==> src/rtl/othello_pkg.sv <==
// Shared encodings for the Othello board engines: cell values, direction
// type, flip-scan FSM states and the off-board coordinate test.
package othello_pkg;

   localparam logic [1:0] EMPTY = 2'b00;
   localparam logic [1:0] BLACK = 2'b01;
   localparam logic [1:0] WHITE = 2'b10;

   typedef logic [2:0] dir_t;

   typedef enum logic [2:0] {
      IDLE,
      SELF_RD,
      SELF_EV,
      DIR_ISSUE,
      DIR_EV,
      FLIP_SELF,
      FLIP_WALK,
      DONE
   } state_t;

   // x-borrow at x=0 turns x into F, so bit 3 also flags that case
   function automatic logic offboard(input logic [7:0] coord);
      return coord[3] | coord[7];
   endfunction

endpackage

==> src/rtl/othello_flip_scan_nextcood.sv <==
// Single-step coordinate generator: adds the 8-bit offset of direction dir
// to a {y,x} coordinate; carries/borrows are left for the off-board test.
module nextcood
   import othello_pkg::*;
(
   input  logic [7:0] cood,
   input  dir_t       dir,
   output logic [7:0] next
);

   logic [7:0] step;

   always_comb begin
      step = 8'h01;
      case (dir)
         3'd0: step = 8'h01;   // +x
         3'd1: step = 8'h11;   // +x+y
         3'd2: step = 8'h10;   // +y
         3'd3: step = 8'h0F;   // -x+y
         3'd4: step = 8'hFF;   // -x
         3'd5: step = 8'hEF;   // -x-y
         3'd6: step = 8'hF0;   // -y
         3'd7: step = 8'hF1;   // +x-y
         default: step = 8'h01;
      endcase
      next = cood + step;
   end

endmodule

==> src/rtl/othello_flip_scan.sv <==
// Move validation and flip engine: scans eight directions from the placed
// square through the board RAM, then writes the stone and every flanked stone.
module othello_flip_scan
   import othello_pkg::*;
(
   input  logic       clk,
   input  logic       rst_n,
   input  logic       start,
   input  logic [7:0] cood,
   input  logic [1:0] player,
   output logic       rd_en,
   output logic [7:0] rd_addr,
   input  logic [1:0] rd_data,
   output logic       wr_en,
   output logic [7:0] wr_addr,
   output logic [1:0] wr_data,
   output logic       busy,
   output logic       done,
   output logic       legal,
   output logic [7:0] flip_mask,
   output logic [4:0] flip_count
);

   state_t     state, state_nx;
   logic [7:0] cood_r;
   logic [7:0] pos;
   logic [1:0] player_r;
   dir_t       dir;
   logic [2:0] run;
   logic [2:0] cnt;
   logic [2:0] len [8];

   logic [7:0] nxt;
   logic       nxt_off;
   logic [1:0] opp;
   logic       is_opp;
   logic       hit;
   logic [7:0] mask_upd;
   logic       walk_last;
   logic [3:0] first_dir;
   logic [3:0] later_dir;

   // {found, index} of the lowest set bit of m at or above lo
   function automatic logic [3:0] first_from(input logic [7:0] m, input logic [3:0] lo);
      logic [3:0] r;
      r = '0;
      for (int i = 7; i >= 0; i--) begin
         if (m[i] && (i >= int'(lo))) r = {1'b1, 3'(i)};
      end
      return r;
   endfunction

   nextcood u_step (
      .cood (pos),
      .dir  (dir),
      .next (nxt)
   );

   always_comb begin
      opp       = (player_r == BLACK) ? WHITE : BLACK;
      nxt_off   = offboard(nxt);
      is_opp    = (rd_data == opp);
      hit       = (rd_data == player_r) && (run != 3'd0);
      mask_upd  = flip_mask;
      if (state == DIR_EV && hit) mask_upd = flip_mask | (8'b1 << dir);
      walk_last = ({1'b0, cnt} + 4'd1) == {1'b0, len[dir]};
      first_dir = first_from(flip_mask, 4'd0);
      later_dir = first_from(flip_mask, {1'b0, dir} + 4'd1);
   end

   always_ff @(posedge clk or negedge rst_n) begin
      if (!rst_n) state <= IDLE;
      else        state <= state_nx;
   end

   always_comb begin
      state_nx = state;
      case (state)
         IDLE:      if (start) state_nx = SELF_RD;
         SELF_RD:   state_nx = SELF_EV;
         SELF_EV:   state_nx = (rd_data != EMPTY) ? DONE : DIR_ISSUE;
         DIR_ISSUE: begin
            if (!nxt_off)           state_nx = DIR_EV;
            else if (dir == 3'd7)   state_nx = (|flip_mask) ? FLIP_SELF : DONE;
         end
         DIR_EV: begin
            if (is_opp)             state_nx = DIR_ISSUE;
            else if (dir == 3'd7)   state_nx = (|mask_upd) ? FLIP_SELF : DONE;
            else                    state_nx = DIR_ISSUE;
         end
         FLIP_SELF: state_nx = FLIP_WALK;
         FLIP_WALK: if (walk_last && !later_dir[3]) state_nx = DONE;
         DONE:      state_nx = IDLE;
         default:   state_nx = IDLE;
      endcase
   end

   always_comb begin
      rd_en   = 1'b0;
      rd_addr = 8'h00;
      wr_en   = 1'b0;
      wr_addr = 8'h00;
      busy    = (state != IDLE) && (state != DONE);
      done    = (state == DONE);
      case (state)
         SELF_RD: begin
            rd_en   = 1'b1;
            rd_addr = cood_r;
         end
         DIR_ISSUE: begin
            rd_en   = !nxt_off;
            rd_addr = nxt_off ? 8'h00 : nxt;
         end
         FLIP_SELF: begin
            wr_en   = 1'b1;
            wr_addr = cood_r;
         end
         FLIP_WALK: begin
            wr_en   = 1'b1;
            wr_addr = nxt;
         end
         default: ;
      endcase
   end

   assign wr_data = player_r;

   // Result registers: cleared on an accepted start, held after done
   always_ff @(posedge clk or negedge rst_n) begin
      if (!rst_n) begin
         player_r   <= 2'b00;
         legal      <= 1'b0;
         flip_mask  <= 8'h00;
         flip_count <= 5'd0;
      end else begin
         if (state == IDLE && start) begin
            player_r   <= player;
            legal      <= 1'b0;
            flip_mask  <= 8'h00;
            flip_count <= 5'd0;
         end
         if (state == DIR_EV && hit) begin
            flip_mask  <= mask_upd;
            flip_count <= flip_count + 5'(run);
         end
         if (state != DONE && state_nx == DONE) legal <= |mask_upd;
      end
   end

   // Walk datapath; only meaningful while the FSM is out of IDLE
   always_ff @(posedge clk) begin
      case (state)
         IDLE: begin
            if (start) begin
               cood_r <= cood;
               pos    <= cood;
               dir    <= 3'd0;
               run    <= 3'd0;
            end
         end
         SELF_EV: begin
            pos <= cood_r;
            dir <= 3'd0;
            run <= 3'd0;
         end
         DIR_ISSUE: begin
            if (nxt_off) begin
               pos <= cood_r;
               dir <= dir + 3'd1;
               run <= 3'd0;
            end else begin
               pos <= nxt;
            end
         end
         DIR_EV: begin
            if (is_opp) begin
               run <= run + 3'd1;
            end else begin
               if (hit) len[dir] <= run;
               pos <= cood_r;
               dir <= dir + 3'd1;
               run <= 3'd0;
            end
         end
         FLIP_SELF: begin
            pos <= cood_r;
            dir <= first_dir[2:0];
            cnt <= 3'd0;
         end
         FLIP_WALK: begin
            if (walk_last) begin
               pos <= cood_r;
               dir <= later_dir[2:0];
               cnt <= 3'd0;
            end else begin
               pos <= nxt;
               cnt <= cnt + 3'd1;
            end
         end
         default: ;
      endcase
   end

endmodule

==> config.mk <==
export PLATFORM = sky130hd
export DESIGN_NAME = othello_flip_scan
export DESIGN_NICKNAME = d
export VERILOG_FILES = /design/src/rtl/othello_pkg.sv /design/src/rtl/othello_flip_scan_nextcood.sv /design/src/rtl/othello_flip_scan.sv
export SDC_FILE = /design/constraint.sdc
export NUM_CORES = 1
export LEC_CHECK = 0
export ABC_CLOCK_PERIOD_IN_PS = 2800
export BUFFER_PORTS_ARGS = -buffer_cell sky130_fd_sc_hd__buf_2
export CELL_PAD_IN_SITES_DETAIL_PLACEMENT = 0
export CELL_PAD_IN_SITES_GLOBAL_PLACEMENT = 1
export CORE_ASPECT_RATIO = 1.4
export CORE_UTILIZATION = 42
export DETAILED_ROUTE_END_ITERATION = 10
export GPL_TIMING_DRIVEN = 1
export PLACE_DENSITY_LB_ADDON = 0.1
export SLEW_MARGIN = 10
export SYNTH_ARGS = -nofsm -noshare
export SYNTH_HDL_FRONTEND = slang
export SYNTH_SLANG_ARGS = --single-unit
export TNS_END_PERCENT = 5
==> constraint.sdc <==
create_clock -name clk -period 2.8 [get_ports clk]
set_clock_uncertainty 0.2 [all_clocks]
set_input_delay 0 -clock clk [delete_from_list [all_inputs] [get_ports clk]]
set_output_delay 0 -clock clk [all_outputs]
set_load 0.01 [all_outputs]
==> summary.txt <==
First drt pass iteration count: 4
Final routed DRC violation total: 0
CP Max Fanout: 8
Reg-to-reg setup timing slack: -60 ps
Fraction of power consumed by sequential logic: 22.9%
Overall global routing resource usage: 23.7%
Area added between synthesis and finish: 36.1%
Highest clock frequency the design can meet: 0.350 GHz
Number of cells on the critical path: 10
Clock latency of the later-clocked register in the worst-skew pair: 340 ps
Fraction of synthesized cell area taken by the top area cell type: 34.5%
Vias in the first global route: 3621
Final net count: 555
Diode insertion count for antenna repair: 0
Violation count after the first detailed-routing iteration: 183
Horiz. Die Dim: 87.2 um
Worst path cell trace: buf_12 > mux4_2 > mux2i_2 > xor2_2 > o31ai_4 > nand3_4 > o21a_4 > ha_1 > inv_1 > o221ai_2
Number of core rows: 43
Via-to-Cell Ratio: 5.38
Netlist cell types: 62
Global-route congestion overflow total: 0
Detailed placement HPWL: 8610 um
Status: complete, but fails checks
Routed length per instance: 17.8 um
Critical Path Slowest Stage Cell: sky130_fd_sc_hd__mux4_2
Die outline area: 10600 um^2
Mean instance size in the synthesized netlist: 10.9 um^2
Register Area: 2070 um^2
Final worst-path cycle share: 102%
Type of element launching the critical path: register
Number of flops mapped to enable cells by yosys: 49
Internal Dissipation: 4810 uW
Worst slack on hold paths: 103 ps
Crit-path max cell delay: 510 ps
CTS tree: built
Setup-failing EPs final: 2
Most frequently used flop master after synthesis: sky130_fd_sc_hd__edfxtp_1
Sinks on the clock net: 74
Clock buffer depth: 2
Final hold violations: 0
Shortest period the worst path allows: 2860 ps
Slew at the pin closest to its max-slew limit: 940 ps
Fraction of layout instances using a drive strength above 1: 34.7%
Depth of the most critical reg-to-reg path: 10
Total CTS buffers: 9
Via Count: 3519
FFs w/ async S/R, synth: 25.7%
CTS H-Tree Depth: 3
Largest net degree at the start of global routing: 20
NetSw: 3340 uW
Failing checks: setup timing
Global-route wire length before repair: 18600 um
Logic pwr share: 62.9%
Worst-case setup margin in the final layout: -60.9 ps
Synthesized cell area: 4270 um^2
Final RePlAce weighted congestion: 0.872
Root Buffer Master: sky130_fd_sc_hd__clkbuf_16
Total area of multi-input combinational cells: 2330 um^2
Type of element capturing the critical path: register
Post-synthesis cell type with the largest combined area: sky130_fd_sc_hd__edfxtp_1
Hold WC Path Type: in2reg
Vertical extent of the die: 121 um
Final slew viol count: 0
Capturing element of the worst setup path: u_step.step[3]
Flops & latches, synth: 74
Crit path buffers/inverters: 2
Net count after synthesis: 432
Top cell family by delay on the critical path: compound AO/OA/AOI/OAI gates
Initial antenna violation count: 0
Start-to-end type of the worst setup path: reg2reg
Reg-to-Reg End: u_step.step[3]
Areal power density over the cells: 1400 nW/um^2
Net switching share of the total power: 41.0%
Starting utilization of the core area: 43.1%
Post-placement worst setup slack: -139 ps
Count of nets left with antenna violations after detail routing: 0
Warnings from Yosys: 0
Sequential fraction of the synthesis area: 48.4%
Worst EP arrival: 2880 ps
Clock edge transition at the registers on the reported setup and hold paths: 60 ps
Total I/O pin count: 51
Layout filler cell count: 898
Required time of the critical path: 2820 ps
Peak ir drop on the vdd network: 594 uV
Max cap viols: 0
Worst-case headroom to the max-slew limit: 37.2%
Cell with the most instances after synthesis: sky130_fd_sc_hd__edfxtp_1
RSZ-0062 raised after global routing: yes
Pleak: 0.00255 uW
Biggest area contributors in the synthesized netlist: sky130_fd_sc_hd__edfxtp_1 (34%), sky130_fd_sc_hd__dfrtp_1 (11%), sky130_fd_sc_hd__ha_1 (7.0%)
Core footprint: 9900 um^2
Total negative setup slack: -116 ps
Clock share of power: 14.2%
Post-layout total power: 8150 uW
Synthesized netlist cell count: 391
Routed WL: 11700 um
Number of buffers added on ports: 50
Synth cell count leaders: sky130_fd_sc_hd__edfxtp_1 (49), sky130_fd_sc_hd__nand2_1 (43), sky130_fd_sc_hd__nor2_1 (34), sky130_fd_sc_hd__ha_1 (24), sky130_fd_sc_hd__a21oi_1 (22)
## state kept, by name (all words and copies together), names as in the netlist, named ones only
signal / flops
cnt: 3
cood_r: 8
dir: 3
flip_count: 5
flip_mask: 8
legal: 1
len: 24
pos: 8
run: 3
state: 3
u_step.step: 4
wr_data: 2
## how the worst min path moves through the flow
stage / startpoint / slack [ps] / to / depth (start not counted)
after floorplan: rst_n / -500 / flip_count[0] / 0
after global placement: rst_n / -240 / flip_count[2] / 1
after detailed placement: rst_n / -230 / flip_count[2] / 1
after CTS: rd_data[0] / 90 / run[0] / 5
after global routing: rd_data[0] / 150 / run[0] / 5
final: rd_data[0] / 100 / run[2] / 5
## worst register-to-register path, stage by stage (launching register included)
cell	delay, ps
sky130_fd_sc_hd__dfxtp_2	340
sky130_fd_sc_hd__buf_12	120
sky130_fd_sc_hd__mux4_2	510
sky130_fd_sc_hd__mux2i_2	220
sky130_fd_sc_hd__xor2_2	140
sky130_fd_sc_hd__o31ai_4	370
sky130_fd_sc_hd__nand3_4	190
sky130_fd_sc_hd__o21a_4	280
sky130_fd_sc_hd__ha_1	190
sky130_fd_sc_hd__inv_1	70
sky130_fd_sc_hd__o221ai_2	110
## kinds of logic after synthesis
family	count (synthesis)	share of synthesized area, %
AOI/OAI and AO/OA	112	19.1
xor gates and xnor gates	14	2.87
and+or+nand+nor	125	13.9
buffers and inverters	27	2.61
adders and majority gates	26	7.97
DFF	74	48.4
muxes	13	5.13
## repair_timing
action	CTS	global route
setup buffers	5	4
endpoints found under the setup margin	15	23
hold buffers	14	0
hold endpoints to repair	38	0
pin swaps	8	7
resized for setup	22	33
## stage by stage
stage,instance area (um^2),utilization (%),std cells
3_3_place_gp,5040,50.9,615
3_5_place_dp,5040,50.9,615
2_1_floorplan,4270,-,391
6_report,5810,58.7,654
5_1_grt,5810,58.7,654
4_1_cts,5590,56.5,650
## cell usage in the layout (no fill, tap or decap), types with 5 or more instances in the layout
master and count:
sky130_fd_sc_hd__nand2b_1 6, sky130_fd_sc_hd__xnor2_1 7, sky130_fd_sc_hd__ha_1 18, sky130_fd_sc_hd__dlygate4sd3_1 14, sky130_fd_sc_hd__edfxtp_1 49, sky130_fd_sc_hd__inv_1 15, sky130_fd_sc_hd__dfrtp_1 19, sky130_fd_sc_hd__nor2b_1 6
sky130_fd_sc_hd__nor3_1 9, sky130_fd_sc_hd__mux4_2 6, sky130_fd_sc_hd__nand2_1 40, sky130_fd_sc_hd__buf_2 50, sky130_fd_sc_hd__o21ai_0 14, sky130_fd_sc_hd__ha_4 5, sky130_fd_sc_hd__a21oi_1 18, sky130_fd_sc_hd__nand3_1 9
sky130_fd_sc_hd__a21o_1 12, sky130_fd_sc_hd__and2_1 5, sky130_fd_sc_hd__o21a_1 5, sky130_fd_sc_hd__a22o_1 15, sky130_fd_sc_hd__buf_4 55, sky130_fd_sc_hd__clkbuf_16 9, sky130_fd_sc_hd__nor2_1 34
## power groups by stage
stage | sequential [uW] | combinational (uW) | clock (uW)
finish | 1870 | 5120 | 1150
global route | 1920 | 5560 | 1210
CTS | 1850 | 4600 | 1180
detailed placement | 1860 | 4280 | 0
global placement | 1860 | 4230 | 0
floorplan | 1870 | 2620 | 0
## final cells by class
cell class | instances | area share, %
multi-input cells | 290 | 40.2
flip-flops and latches | 74 | 35.7
repair buffers | 124 | 15.1
clock buffers | 12 | 4.24
well taps | 135 | 2.91
inverters | 15 | 0.970
clock inverters | 4 | 0.883
## layer usage
layer | track usage, % | vias up | wire length [um]
met4 | 9.94 | 0 | 154
met1 | 28.5 | 1729 | 4800
met5 | 0 | - | 0
li1 | - | 1699 | -
met2 | 41.7 | 78 | 6270
met3 | 3.67 | 13 | 430
Note: power is estimated with default switching activity, not from simulation.
